File: src/rtl/vx_hw_itr_ctrl_pkg.sv
// rtl/vx_hw_itr_ctrl_pkg.sv - shared types and CSR offsets for the hardware interrupt controller
//
// Purpose: controller FSM state type, CSR window base and per-register offsets.
// Ports:   none (package).
// Macros:  HW_ITR_TIMER_EN enables the timer registers at offsets 5..8.

package vx_hw_itr_ctrl_pkg;

   typedef enum logic [1:0] {
      IDLE     = 2'd0,
      REQ      = 2'd1,
      WAIT_EOI = 2'd2
   } hw_itr_state_e;

   localparam int VX_HW_ITR_CTRL_BEGIN = 'h7C0;
   localparam int VX_HW_ITR_CTRL_END   = 'h7C8;

   localparam logic [3:0] HW_ITR_MIE         = 4'd0;
   localparam logic [3:0] HW_ITR_MIP         = 4'd1;
   localparam logic [3:0] HW_ITR_MCAUSE      = 4'd2;
   localparam logic [3:0] HW_ITR_EOI         = 4'd3;
   localparam logic [3:0] HW_ITR_GIE         = 4'd4;
   localparam logic [3:0] HW_ITR_MTIMECMP_LO = 4'd5;
   localparam logic [3:0] HW_ITR_MTIMECMP_HI = 4'd6;
   localparam logic [3:0] HW_ITR_MTIME_LO    = 4'd7;
   localparam logic [3:0] HW_ITR_MTIME_HI    = 4'd8;

endpackage

File: src/rtl/vx_hw_itr_edge_sync.sv
// rtl/vx_hw_itr_edge_sync.sv - two-flop synchroniser with rising-edge pulse output
//
// Purpose: brings asynchronous level IRQ lines into the clock domain and emits
//          a one-cycle pulse per line on each low-to-high transition.
// Ports:   clk   in  core clock
//          reset in  asynchronous active-low reset
//          din   in  WIDTH raw asynchronous lines
//          rise  out WIDTH one-cycle rising-edge pulses

module vx_hw_itr_edge_sync #(
   parameter int WIDTH = 8
) (
   input  logic             clk,
   input  logic             reset,
   input  logic [WIDTH-1:0] din,
   output logic [WIDTH-1:0] rise
);

   logic [WIDTH-1:0] sync_q1, sync_q2, prev_q;

   always_ff @(posedge clk or negedge reset) begin
      if (!reset) begin
         sync_q1 <= '0;
         sync_q2 <= '0;
         prev_q  <= '0;
      end else begin
         sync_q1 <= din;
         sync_q2 <= sync_q1;
         prev_q  <= sync_q2;
      end
   end

   assign rise = sync_q2 & ~prev_q;

endmodule

File: src/rtl/vx_hw_itr_ctrl.sv
// rtl/vx_hw_itr_ctrl.sv - per-core hardware interrupt controller on the SFU CSR bus
//
// Purpose: per-warp MIE/MIP/MCAUSE state, global enable, round-robin warp
//          arbitration and a valid/ready request to the warp scheduler that is
//          retired by an EOI write from the served warp.
// Ports:   clk, reset (async active-low)
//          irq_in                                   external level IRQ lines
//          csr_rd_en/csr_rd_wid/csr_rd_addr/csr_rd_data  combinational CSR read
//          csr_wr_en/csr_wr_wid/csr_wr_addr/csr_wr_data  CSR write (lane 0 used)
//          itr_valid/itr_wid/itr_cause/itr_ready    request to scheduler
//          itr_busy                                 request outstanding
// Macros:  HW_ITR_TIMER_EN adds the 64-bit MTIME/MTIMECMP timer driving line 0.

module vx_hw_itr_ctrl
   import vx_hw_itr_ctrl_pkg::*;
#(
   parameter int  WARP_CNT   = 4,
   parameter int  THREAD_CNT = 4,
   parameter int  IRQ_LINES  = 8,
   parameter int  ADDR_BITS  = 12,
   localparam int WID_W      = (WARP_CNT > 1) ? $clog2(WARP_CNT) : 1,
   localparam int LID_W      = (IRQ_LINES > 1) ? $clog2(IRQ_LINES) : 1
) (
   input  logic                    clk,
   input  logic                    reset,
   input  logic [IRQ_LINES-1:0]    irq_in,
   input  logic                    csr_rd_en,
   input  logic [WID_W-1:0]        csr_rd_wid,
   input  logic [ADDR_BITS-1:0]    csr_rd_addr,
   output logic [THREAD_CNT*32-1:0] csr_rd_data,
   input  logic                    csr_wr_en,
   input  logic [WID_W-1:0]        csr_wr_wid,
   input  logic [ADDR_BITS-1:0]    csr_wr_addr,
   input  logic [THREAD_CNT*32-1:0] csr_wr_data,
   output logic                    itr_valid,
   output logic [WID_W-1:0]        itr_wid,
   output logic [LID_W-1:0]        itr_cause,
   input  logic                    itr_ready,
   output logic                    itr_busy
);

   logic [IRQ_LINES-1:0] mie [WARP_CNT];
   logic [IRQ_LINES-1:0] mip [WARP_CNT];
   logic                 mc_valid [WARP_CNT];
   logic [LID_W-1:0]     mc_lid [WARP_CNT];
   logic                 gie;
   logic [WID_W-1:0]     last_wid, cur_wid;
   logic [LID_W-1:0]     cur_cause;
   hw_itr_state_e        state, state_n;

   logic [IRQ_LINES-1:0] ext_rise, irq_edge, lid_onehot;
   logic [ADDR_BITS-1:0] rd_off, wr_off;
   logic                 rd_hit, wr_hit;
   logic [31:0]          wr_lane0, rd_val;
   logic                 wr_mie, wr_mip, wr_gie, hs, eoi;
   logic                 arb_found;
   logic [WID_W-1:0]     arb_wid, aw;
   logic [LID_W-1:0]     arb_lid;
   logic                 unused_wr_bits;

   vx_hw_itr_edge_sync #(.WIDTH(IRQ_LINES)) u_edge_sync (
      .clk   (clk),
      .reset (reset),
      .din   (irq_in),
      .rise  (ext_rise)
   );

   assign rd_off   = csr_rd_addr - ADDR_BITS'(VX_HW_ITR_CTRL_BEGIN);
   assign wr_off   = csr_wr_addr - ADDR_BITS'(VX_HW_ITR_CTRL_BEGIN);
   assign rd_hit   = (rd_off[ADDR_BITS-1:4] == '0);
   assign wr_hit   = csr_wr_en && (wr_off[ADDR_BITS-1:4] == '0);
   assign wr_lane0 = csr_wr_data[31:0];
   assign unused_wr_bits = &{1'b0, csr_wr_data};

   assign wr_mie = wr_hit && (wr_off[3:0] == HW_ITR_MIE);
   assign wr_mip = wr_hit && (wr_off[3:0] == HW_ITR_MIP);
   assign wr_gie = wr_hit && (wr_off[3:0] == HW_ITR_GIE);
   assign hs     = (state == REQ) && itr_ready;
   assign eoi    = wr_hit && (wr_off[3:0] == HW_ITR_EOI) &&
                   (state == WAIT_EOI) && (csr_wr_wid == cur_wid);
   assign lid_onehot = IRQ_LINES'(1) << cur_cause;

`ifdef HW_ITR_TIMER_EN
   logic [63:0] mtime, mtimecmp;
   logic        tmr_hit, tmr_hit_q;

   assign tmr_hit = (mtime >= mtimecmp);

   always_ff @(posedge clk or negedge reset) begin
      if (!reset) begin
         mtime     <= '0;
         mtimecmp  <= '1;
         tmr_hit_q <= 1'b0;
      end else begin
         mtime     <= mtime + 64'd1;
         tmr_hit_q <= tmr_hit;
         if (wr_hit && wr_off[3:0] == HW_ITR_MTIMECMP_LO) mtimecmp[31:0]  <= wr_lane0;
         if (wr_hit && wr_off[3:0] == HW_ITR_MTIMECMP_HI) mtimecmp[63:32] <= wr_lane0;
      end
   end

   // Timer crossing its compare value behaves like a fresh edge on line 0.
   assign irq_edge = ext_rise | IRQ_LINES'(tmr_hit & ~tmr_hit_q);
`else
   assign irq_edge = ext_rise;
`endif

   // Round-robin over warps starting after the last one served; the winning
   // warp's lowest pending-and-enabled line becomes the cause.
   always_comb begin
      arb_found = 1'b0;
      arb_wid   = '0;
      arb_lid   = '0;
      aw        = '0;
      for (int i = 1; i <= WARP_CNT; i++) begin
         aw = WID_W'((int'(last_wid) + i) % WARP_CNT);
         if (!arb_found && gie && |(mip[aw] & mie[aw])) begin
            arb_found = 1'b1;
            arb_wid   = aw;
            for (int j = IRQ_LINES - 1; j >= 0; j--) begin
               if (mip[aw][j] && mie[aw][j]) arb_lid = LID_W'(j);
            end
         end
      end
   end

   always_ff @(posedge clk or negedge reset) begin
      if (!reset) state <= IDLE;
      else        state <= state_n;
   end

   always_comb begin
      state_n = state;
      case (state)
         IDLE:     if (arb_found) state_n = REQ;
         REQ:      if (itr_ready) state_n = WAIT_EOI;
         WAIT_EOI: if (eoi)       state_n = IDLE;
         default:                 state_n = IDLE;
      endcase
   end

   always_comb begin
      itr_valid = (state == REQ);
      itr_busy  = (state != IDLE);
      itr_wid   = cur_wid;
      itr_cause = cur_cause;
   end

   always_ff @(posedge clk or negedge reset) begin
      if (!reset) begin
         for (int w = 0; w < WARP_CNT; w++) begin
            mie[w]      <= '0;
            mip[w]      <= '0;
            mc_valid[w] <= 1'b0;
            mc_lid[w]   <= '0;
         end
         gie       <= 1'b0;
         last_wid  <= WID_W'(WARP_CNT - 1);
         cur_wid   <= '0;
         cur_cause <= '0;
      end else begin
         for (int w = 0; w < WARP_CNT; w++) begin
            if (wr_mie && csr_wr_wid == WID_W'(w)) mie[w] <= wr_lane0[IRQ_LINES-1:0];
            // New edges are ORed in last so they win over W1C and grant clears.
            mip[w] <= (mip[w]
                       & ~((wr_mip && csr_wr_wid == WID_W'(w)) ? wr_lane0[IRQ_LINES-1:0] : '0)
                       & ~((hs && cur_wid == WID_W'(w)) ? lid_onehot : '0))
                      | irq_edge;
            if (hs && cur_wid == WID_W'(w)) begin
               mc_valid[w] <= 1'b1;
               mc_lid[w]   <= cur_cause;
            end else if (eoi && cur_wid == WID_W'(w)) begin
               mc_valid[w] <= 1'b0;
               mc_lid[w]   <= '0;
            end
         end
         if (wr_gie) gie <= wr_lane0[0];
         if (state == IDLE && arb_found) begin
            cur_wid   <= arb_wid;
            cur_cause <= arb_lid;
         end
         if (hs) last_wid <= cur_wid;
      end
   end

   always_comb begin
      rd_val = '0;
      if (csr_rd_en && rd_hit) begin
         case (rd_off[3:0])
            HW_ITR_MIE:    rd_val = 32'(mie[csr_rd_wid]);
            HW_ITR_MIP:    rd_val = 32'(mip[csr_rd_wid]);
            HW_ITR_MCAUSE: rd_val = {mc_valid[csr_rd_wid], (31 - LID_W)'(0), mc_lid[csr_rd_wid]};
            HW_ITR_GIE:    rd_val = {31'd0, gie};
`ifdef HW_ITR_TIMER_EN
            HW_ITR_MTIMECMP_LO: rd_val = mtimecmp[31:0];
            HW_ITR_MTIMECMP_HI: rd_val = mtimecmp[63:32];
            HW_ITR_MTIME_LO:    rd_val = mtime[31:0];
            HW_ITR_MTIME_HI:    rd_val = mtime[63:32];
`endif
            default:       rd_val = '0;
         endcase
      end
      csr_rd_data = {THREAD_CNT{rd_val}};
   end

endmodule

File: config.mk
export PLATFORM = sky130hd
export DESIGN_NAME = vx_hw_itr_ctrl
export DESIGN_NICKNAME = d
export VERILOG_FILES = /design/src/rtl/vx_hw_itr_ctrl_pkg.sv /design/src/rtl/vx_hw_itr_edge_sync.sv /design/src/rtl/vx_hw_itr_ctrl.sv
export SDC_FILE = /design/constraint.sdc
export NUM_CORES = 1
export LEC_CHECK = 0
export CAP_MARGIN = 30
export CELL_PAD_IN_SITES_DETAIL_PLACEMENT = 1
export CELL_PAD_IN_SITES_GLOBAL_PLACEMENT = 1
export CORE_ASPECT_RATIO = 0.8
export CORE_MARGIN = 2
export CORE_UTILIZATION = 36
export DETAILED_ROUTE_END_ITERATION = 8
export HOLD_SLACK_MARGIN = 0.03
export MAX_ROUTING_LAYER = met4
export PLACE_DENSITY_LB_ADDON = 0.1
export RECOVER_POWER = 100
export REMOVE_ABC_BUFFERS = 1
export SLEW_MARGIN = 20
export SYNTH_ARGS = -nofsm -noshare
export SYNTH_HDL_FRONTEND = slang
export SYNTH_HIERARCHICAL = 1
export SYNTH_SLANG_ARGS = --single-unit
export TNS_END_PERCENT = 1
File: constraint.sdc
create_clock -name clk -period 4.9 [get_ports clk]
set_clock_uncertainty 0.15 [all_clocks]
set_input_delay 0.49 -clock clk [delete_from_list [all_inputs] [get_ports clk]]
set_output_delay 0.49 -clock clk [all_outputs]
set_load 0.01 [all_outputs]
======== Word level (Yosys, flattened, before mapping) ========
Cells that the tools add are included.
storage, ports and cells
  register bits ........................... 114
  input port bits ......................... 169
  output and inout bits ................... 135
  logic and storage cells ................. 280
operators by class
  $add $sub $neg .......................... 6
  $lt $le $gt $ge ......................... 5
  eq/ne operators ......................... 18
  shift-type cells ........................ 1
  muxes and demuxes ....................... 110
  bitwise operators ....................... 31
  reduce and logical (&&, ||, !) cells .... 85
operator list
  cell                                                                    number
  8-bit two-way mux                                                       28
  8-bit binary-select mux with 2-bit select                               10
  3-bit two-way mux                                                       46
  32-bit case mux with 4 select lines                                     1
  8-bit bitwise AND                                                       13
  8-bit NOT                                                               9
  1-bit logical AND                                                       65
  32-bit two-way mux                                                      1
  8-bit OR                                                                4
  8-bit OR reduction                                                      4
  12-bit by 11-bit subtractor with 12-bit output (second input constant)  2
  8-bit logical NOT                                                       2
  3-bit greater-or-equal comparator (second input constant)               5
  2-bit NOT with 3-bit output                                             5
  1-bit two-way mux                                                       14
  2-bit two-way mux                                                       7
  2-bit == test (second input constant)                                   5
  2-bit nonzero test                                                      5
  4-bit by 1-bit == test with 1-bit output (second input constant)        2
  4-bit by 2-bit == test with 1-bit output (second input constant)        2
  4-bit by 3-bit == test with 1-bit output (second input constant)        2
  4-bit logical NOT                                                       2
  1-bit by 3-bit left shift with 8-bit output (first input constant)      1
  3-bit binary-select mux with 2-bit select                               1
  11 further kinds                                                        20

======== Longest topological paths before layout ========
  depth after elaboration ................. 42
  mapped depth ............................ 12
  depth with buffers taken out ............ 8

======== Hierarchy ========
The synthesis kept the hierarchy.
modules (own cells, without submodules)
  module               times used  cells an instance  area an instance (um^2)  sequential area each (um^2)
  vx_hw_itr_ctrl       1           744                7051.8                   2254.7
  vx_hw_itr_edge_sync  1           32                 710.7                    600.6

======== Worst setup path after synthesis ========
Ideal clock, no wire load.
  path kind ............................... in2out
  start point ............................. input csr_rd_wid[0]
  end point ............................... output csr_rd_data[102]
  arrival ................................. 2307 ps
  required time ........................... 4260 ps
  path slack .............................. 1953 ps
  stages .................................. 6
  buffers on the path ..................... 3
  cell sequence ........................... buf_1 clkbuf_1 mux4_2 mux2i_1 nor2_1 buf_4
between the ends
  cells in the longest elaborated chain, start to end .. 6
  elaborated cells between the ends (all ways) .. 9
  those cells by class .................... 8 x mux; 1 x bitwise
RTL lines
  item                                                          RTL line                                      text
  start, declared                                               vx_hw_itr_ctrl.sv:28                          input logic [WID_W-1:0] csr_rd_wid,
  2-bit NOT with 3-bit output (implied by the code) *           vx_hw_itr_ctrl.sv:190, vx_hw_itr_ctrl.sv:191
  8-bit binary-select mux with 2-bit select (on tied branches)  vx_hw_itr_ctrl.sv:191, vx_hw_itr_ctrl.sv:190
  8-bit two-way mux (on tied branches) (2 in a row)             vx_hw_itr_ctrl.sv:191, vx_hw_itr_ctrl.sv:190
  32-bit case mux with 4 select lines *                         vx_hw_itr_ctrl.sv:189                         case (rd_off[3:0])
  32-bit two-way mux *                                          vx_hw_itr_ctrl.sv:188                         if (csr_rd_en && rd_hit) begin
  end, declared                                                 vx_hw_itr_ctrl.sv:30                          output logic [THREAD_CNT*32-1:0] csr_rd_data,
Every way passes the cells marked *; elsewhere a longest branch is shown, timed or not. The select of a mux whose other input is x is not followed.

======== Worst setup path after layout ========
  start point ............................. register last_wid[0]
  end point ............................... register cur_wid[1] (netlist: itr_wid[1])
between the ends
  cells in the longest elaborated chain, start to end .. 22
  elaborated cells between the ends (all ways) .. 59
  those cells by class .................... 4 x add/sub; 32 x mux; 8 x bitwise; 15 x reduce/logical
RTL lines
  item                                               RTL line               text
  start, declared                                    vx_hw_itr_ctrl.sv:47   logic [WID_W-1:0] last_wid, cur_wid;
  start signal, assigned                             vx_hw_itr_ctrl.sv:158  last_wid <= WID_W'(WARP_CNT - 1);
  start signal, assigned                             vx_hw_itr_ctrl.sv:182  if (hs) last_wid <= cur_wid;
  2-bit by 1-bit adder with 2-bit output             vx_hw_itr_ctrl.sv:116  aw = WID_W'((int'(last_wid) + i) % WARP_CNT);
  2-bit NOT with 3-bit output (implied by the code)  vx_hw_itr_ctrl.sv:117  if (!arb_found && gie && |(mip[aw] & mie[aw])) begin
  8-bit binary-select mux with 2-bit select          vx_hw_itr_ctrl.sv:117
  8-bit two-way mux (2 in a row)                     -
  8-bit bitwise AND                                  vx_hw_itr_ctrl.sv:117
  8-bit OR reduction                                 vx_hw_itr_ctrl.sv:117
  1-bit logical AND                                  vx_hw_itr_ctrl.sv:117
  1-bit two-way mux                                  vx_hw_itr_ctrl.sv:117
  [... 3 more ...]                                   -
  1-bit two-way mux                                  vx_hw_itr_ctrl.sv:117
  1-bit logical NOT                                  vx_hw_itr_ctrl.sv:117
  1-bit logical AND (2 in a row)                     vx_hw_itr_ctrl.sv:117
  1-bit two-way mux                                  vx_hw_itr_ctrl.sv:117
  1-bit logical NOT                                  vx_hw_itr_ctrl.sv:117
  1-bit logical AND (2 in a row)                     vx_hw_itr_ctrl.sv:117
  1-bit two-way mux                                  vx_hw_itr_ctrl.sv:117
  1-bit logical AND                                  vx_hw_itr_ctrl.sv:178  if (state == IDLE && arb_found) begin
  end signal, assigned                               vx_hw_itr_ctrl.sv:179  cur_wid <= arb_wid;
  end, declared                                      vx_hw_itr_ctrl.sv:47
Parallel ways exist; a longest one is shown, timed or not. The select of a mux whose other input is x is not followed.
A chain may end at the register's enable or synchronous reset.

==> results.md <==
- Htree depth: 4
- Fin Setup TNS: 0 ns
- Failing checks: capacitance limit, slew limit
- Maxcap violations: 1
- FF-to-FF End: itr_wid[1]
- Final core utilization: 0.422
- Crit Path Max Fanout: 69
- Comb power frac: 0.064
- WHS Endpoint: u_edge_sync/sync_q2[0]
- Clock share of power: 0.535
- Max-slew violations: 25
- Num CTS Buffers: 17
- VDD IR-drop max: 0.177 mV
- Least-Margin Pin Slew: 1.51 ns
- Setup crit end kind: flip-flop
- Site Rows: 48
- Final hold violations: 0
- Leak: 0.00379 uW
- Switching Share: 0.233
- Critical path's slowest cell: dfstp_1
- Main combinational cell family by area after synthesis: simple AND/OR/NAND/NOR gates
- M1 wire length: ~12 mm
- Netlist cell types: 76
- Startpoint Class: flip-flop
- Sequential power share: 0.401
- Vias per Instance: 5.53
- Detailed Route Iter0 Violations: 477
- Endpoints failing setup: 0
- Synth Flop Type: dfrtp_1
- Simple-gate share of the synthesized area: 0.196
- CTS Buffer Depth: 2
- Gr usage total: 0.230
- Sequential share of the synthesized area: 0.368
- Post-Route WL: around 25 mm
- CP arrival: 4.38 ns
- Adder-cell share of the synthesized area: 0
- Most frequent cells in the layout: 112 x dfrtp_1, 109 x nand2_1, 92 x conb_1
- DR vias: between 6000 and 7000
- CP max stage delay: ~1.1 ns
- Vias in the first global route: roughly 6300
- Worst Hold Launch: u_edge_sync/sync_q1[0]
- Clock transition at the registers of the reported paths: 0.06 ns
- Post-DR wirelength/cell: between 20 and 25 um
- Initial antenna violation count: 0
- F_max: 236 MHz
- Switching power: 559 uW
- Mux share of post-synthesis cell area: 0.144
- Hold Path Cell Cnt: 0
- Initial core utilization: 0.363
- Final min period: 4.23 ns
- Gr ovfl total: 0
- Commonest non-fill, non-tap cell in the layout: dfrtp_1
- Worst R2R Path Depth: 8
- Core Footprint: 21400 um2
- Reg2reg start: last_wid[0]
- Syn Inst Count: 776
- Die Wd: 168 um
- Hold Crit Class: flip-flop to flip-flop
- Met3 Wirelength: 1.39 mm
- DIE AREA: 22800 um2
- Clk sinks: 114
- Critical path class: flip-flop to flip-flop
- I/O pin count: between 300 and 400
- Placer Congestion: 0.927
- CTS tree: done
- Share of layout cells above drive strength 1: 0.185
- Drt pass-1 iters: 5
- RSZ-0062 raised after global routing: false
- PD cells: 266 nW/um2
- Syn. warnings: 6
- ANT cells: 0
- Fin Hold WS: 0.197 ns
- First-pass GRT wire length: between 30 and 40 mm
- Power Internal: 1840 uW
- Met2 wire len: 11.3 mm
- Max_slew headroom: -0.00993
- Post-synth EDFFs: 0
- Synthesized area per cell: 10.0 um2
- Period utilization: 0.864
- Xor and xnor area share after synthesis: 0.00548
- Top sig layer: met4
- Hpwl dp: 18.0 mm
- Cell Area, Synth: 7760 um2
- Area grow syn2layout: 16.2%
- Synth async-reset ratio: 1.00
- Clock latency at the later pin of the worst-skew pair: 0.42 ns
- Pin count of the biggest net entering global routing: 70
- Remaining DRCs: 0
- Outcome: complete, but fails checks
- Final net count: 1016
- Final ANT Viol Nets: 0
- Req. time, crit path: 5.05 ns
- CP Cell Sequence: buf_12 > xor2_1 > buf_4 > mux2i_1 > nand4_2 > nor3b_1 > o41ai_2 > mux2_4
- Number of port buffers: 91
- Synth Area in Compound Gates: 0.147
- Flop2flop setup slack: 0.67 ns
- Clk root buf: clkbuf_16
- Die H: 135 um
- Seq cells post-synth: 114
==> metrics by stage <==
stage,cells,total power [uW],worst slack (ns),instance area (um2)
after floorplan,717,1040,1.17,7040
after global placement,1100,1130,0.968,8440
after detailed placement,1100,1130,0.847,8440
after CTS,1130,2430,0.829,9040
after global routing,1133,2490,0.378,9020
final,1133,2400,0.665,9020
==> synthesized netlist by cell type, drive strengths merged (2+ instances only) <==
master	count	area share
or2	2	0.0016
xnor2	3	0.0044
and3	4	0.0032
o21ai	21	0.014
nand3	52	0.034
nor2b	18	0.023
nor3b	3	0.0035
nor3	12	0.0090
nor4b	2	0.0042
o211a	2	0.0026
a221oi	2	0.0023
or4	2	0.0019
o22ai	2	0.0024
nand3b	18	0.018
a21oi	6	0.0039
o211ai	9	0.0087
a22o	12	0.014
nand2	109	0.053
a31oi	7	0.0056
dfstp	2	0.0068
clkbuf	16	0.0077
o2111ai	14	0.018
a22oi	11	0.011
and2	3	0.0024
mux4	22	0.064
o21a	7	0.0068
nand2b	7	0.0056
nand4	11	0.012
dfrtp	112	0.36
and3b	3	0.0034
a21o	4	0.0039
mux2i	20	0.028
nor2	29	0.014
o31ai	4	0.0039
buf	134	0.13
a31o	33	0.037
mux2	36	0.053
nand4bb	2	0.0029
inv	4	0.0019
==> per-layer routing <==
layer  track usage  vias up
met3        0.0353       18
met2         0.357      226
met1         0.318     3240
met5             -        -
met4        0.0546        0
li1              -     2784
==> worst max-delay path by stage <==
| stage | from | endpoint | cells past startpoint |
|---|---|---|---|
| after global placement | csr_rd_addr[10] | csr_rd_data[35] | 8 |
| after floorplan | last_wid[0] | itr_wid[1] | 6 |
| after global routing | last_wid[0] | itr_wid[1] | 8 |
| final | last_wid[0] | itr_wid[1] | 8 |
| after detailed placement | csr_rd_addr[11] | csr_rd_data[3] | 8 |
| after CTS | csr_rd_addr[11] | csr_rd_data[3] | 8 |
==> sequential cells by signal (all words and copies together) (netlist names) <==
name and cells:
gie 1, itr_cause 3, itr_wid 2, last_wid 2, mc_lid 12, mc_valid 4, mie 32, mip 32
state 2, u_edge_sync/prev_q 8, u_edge_sync/sync_q1 8, u_edge_sync/sync_q2 8
==> worst max-delay path: cells and delay by family (launching register included) <==
family	cells	cell delay [ns]
xor+xnor	1	0.17
flops	1	1.13
compound gates	1	0.73
simple gates	2	0.51
buf+inv	2	0.58
mux	2	0.78
==> repair_timing <==
action,CTS,global route
gates resized for setup,0,0
buffers inserted,0,0
endpoints found under the hold margin,0,23
hold buffers,0,1
==> power groups by stage <==
stage                     registers [uW]  clock network [uW]  logic (uW)
after floorplan                      976                   0        62.6
after global placement               977                   0         148
after detailed placement             978                   0         152
after CTS                            961                1310         152
after global routing                 963                1360         167
final                                962                1280         152
==> layout make-up <==
class,count,area [um2]
tap,275,344
sequential,114,2860
timing repair buffer,111,1050
multi-input combinational,599,4150
clock buffer,19,453
clock inverter,11,154
inverter,4,15.0
fill,2392,12400
==> kinds of logic (layout without fill, tap and decap cells) <==
group	Yosys count	after routing
flops	114	114
xor+xnor	4	4
compound gates	144	144
mux	78	78
simple gates	281	281
buf+inv	154	145
other cells	1	92
Note: power is estimated with default switching activity, not from simulation.
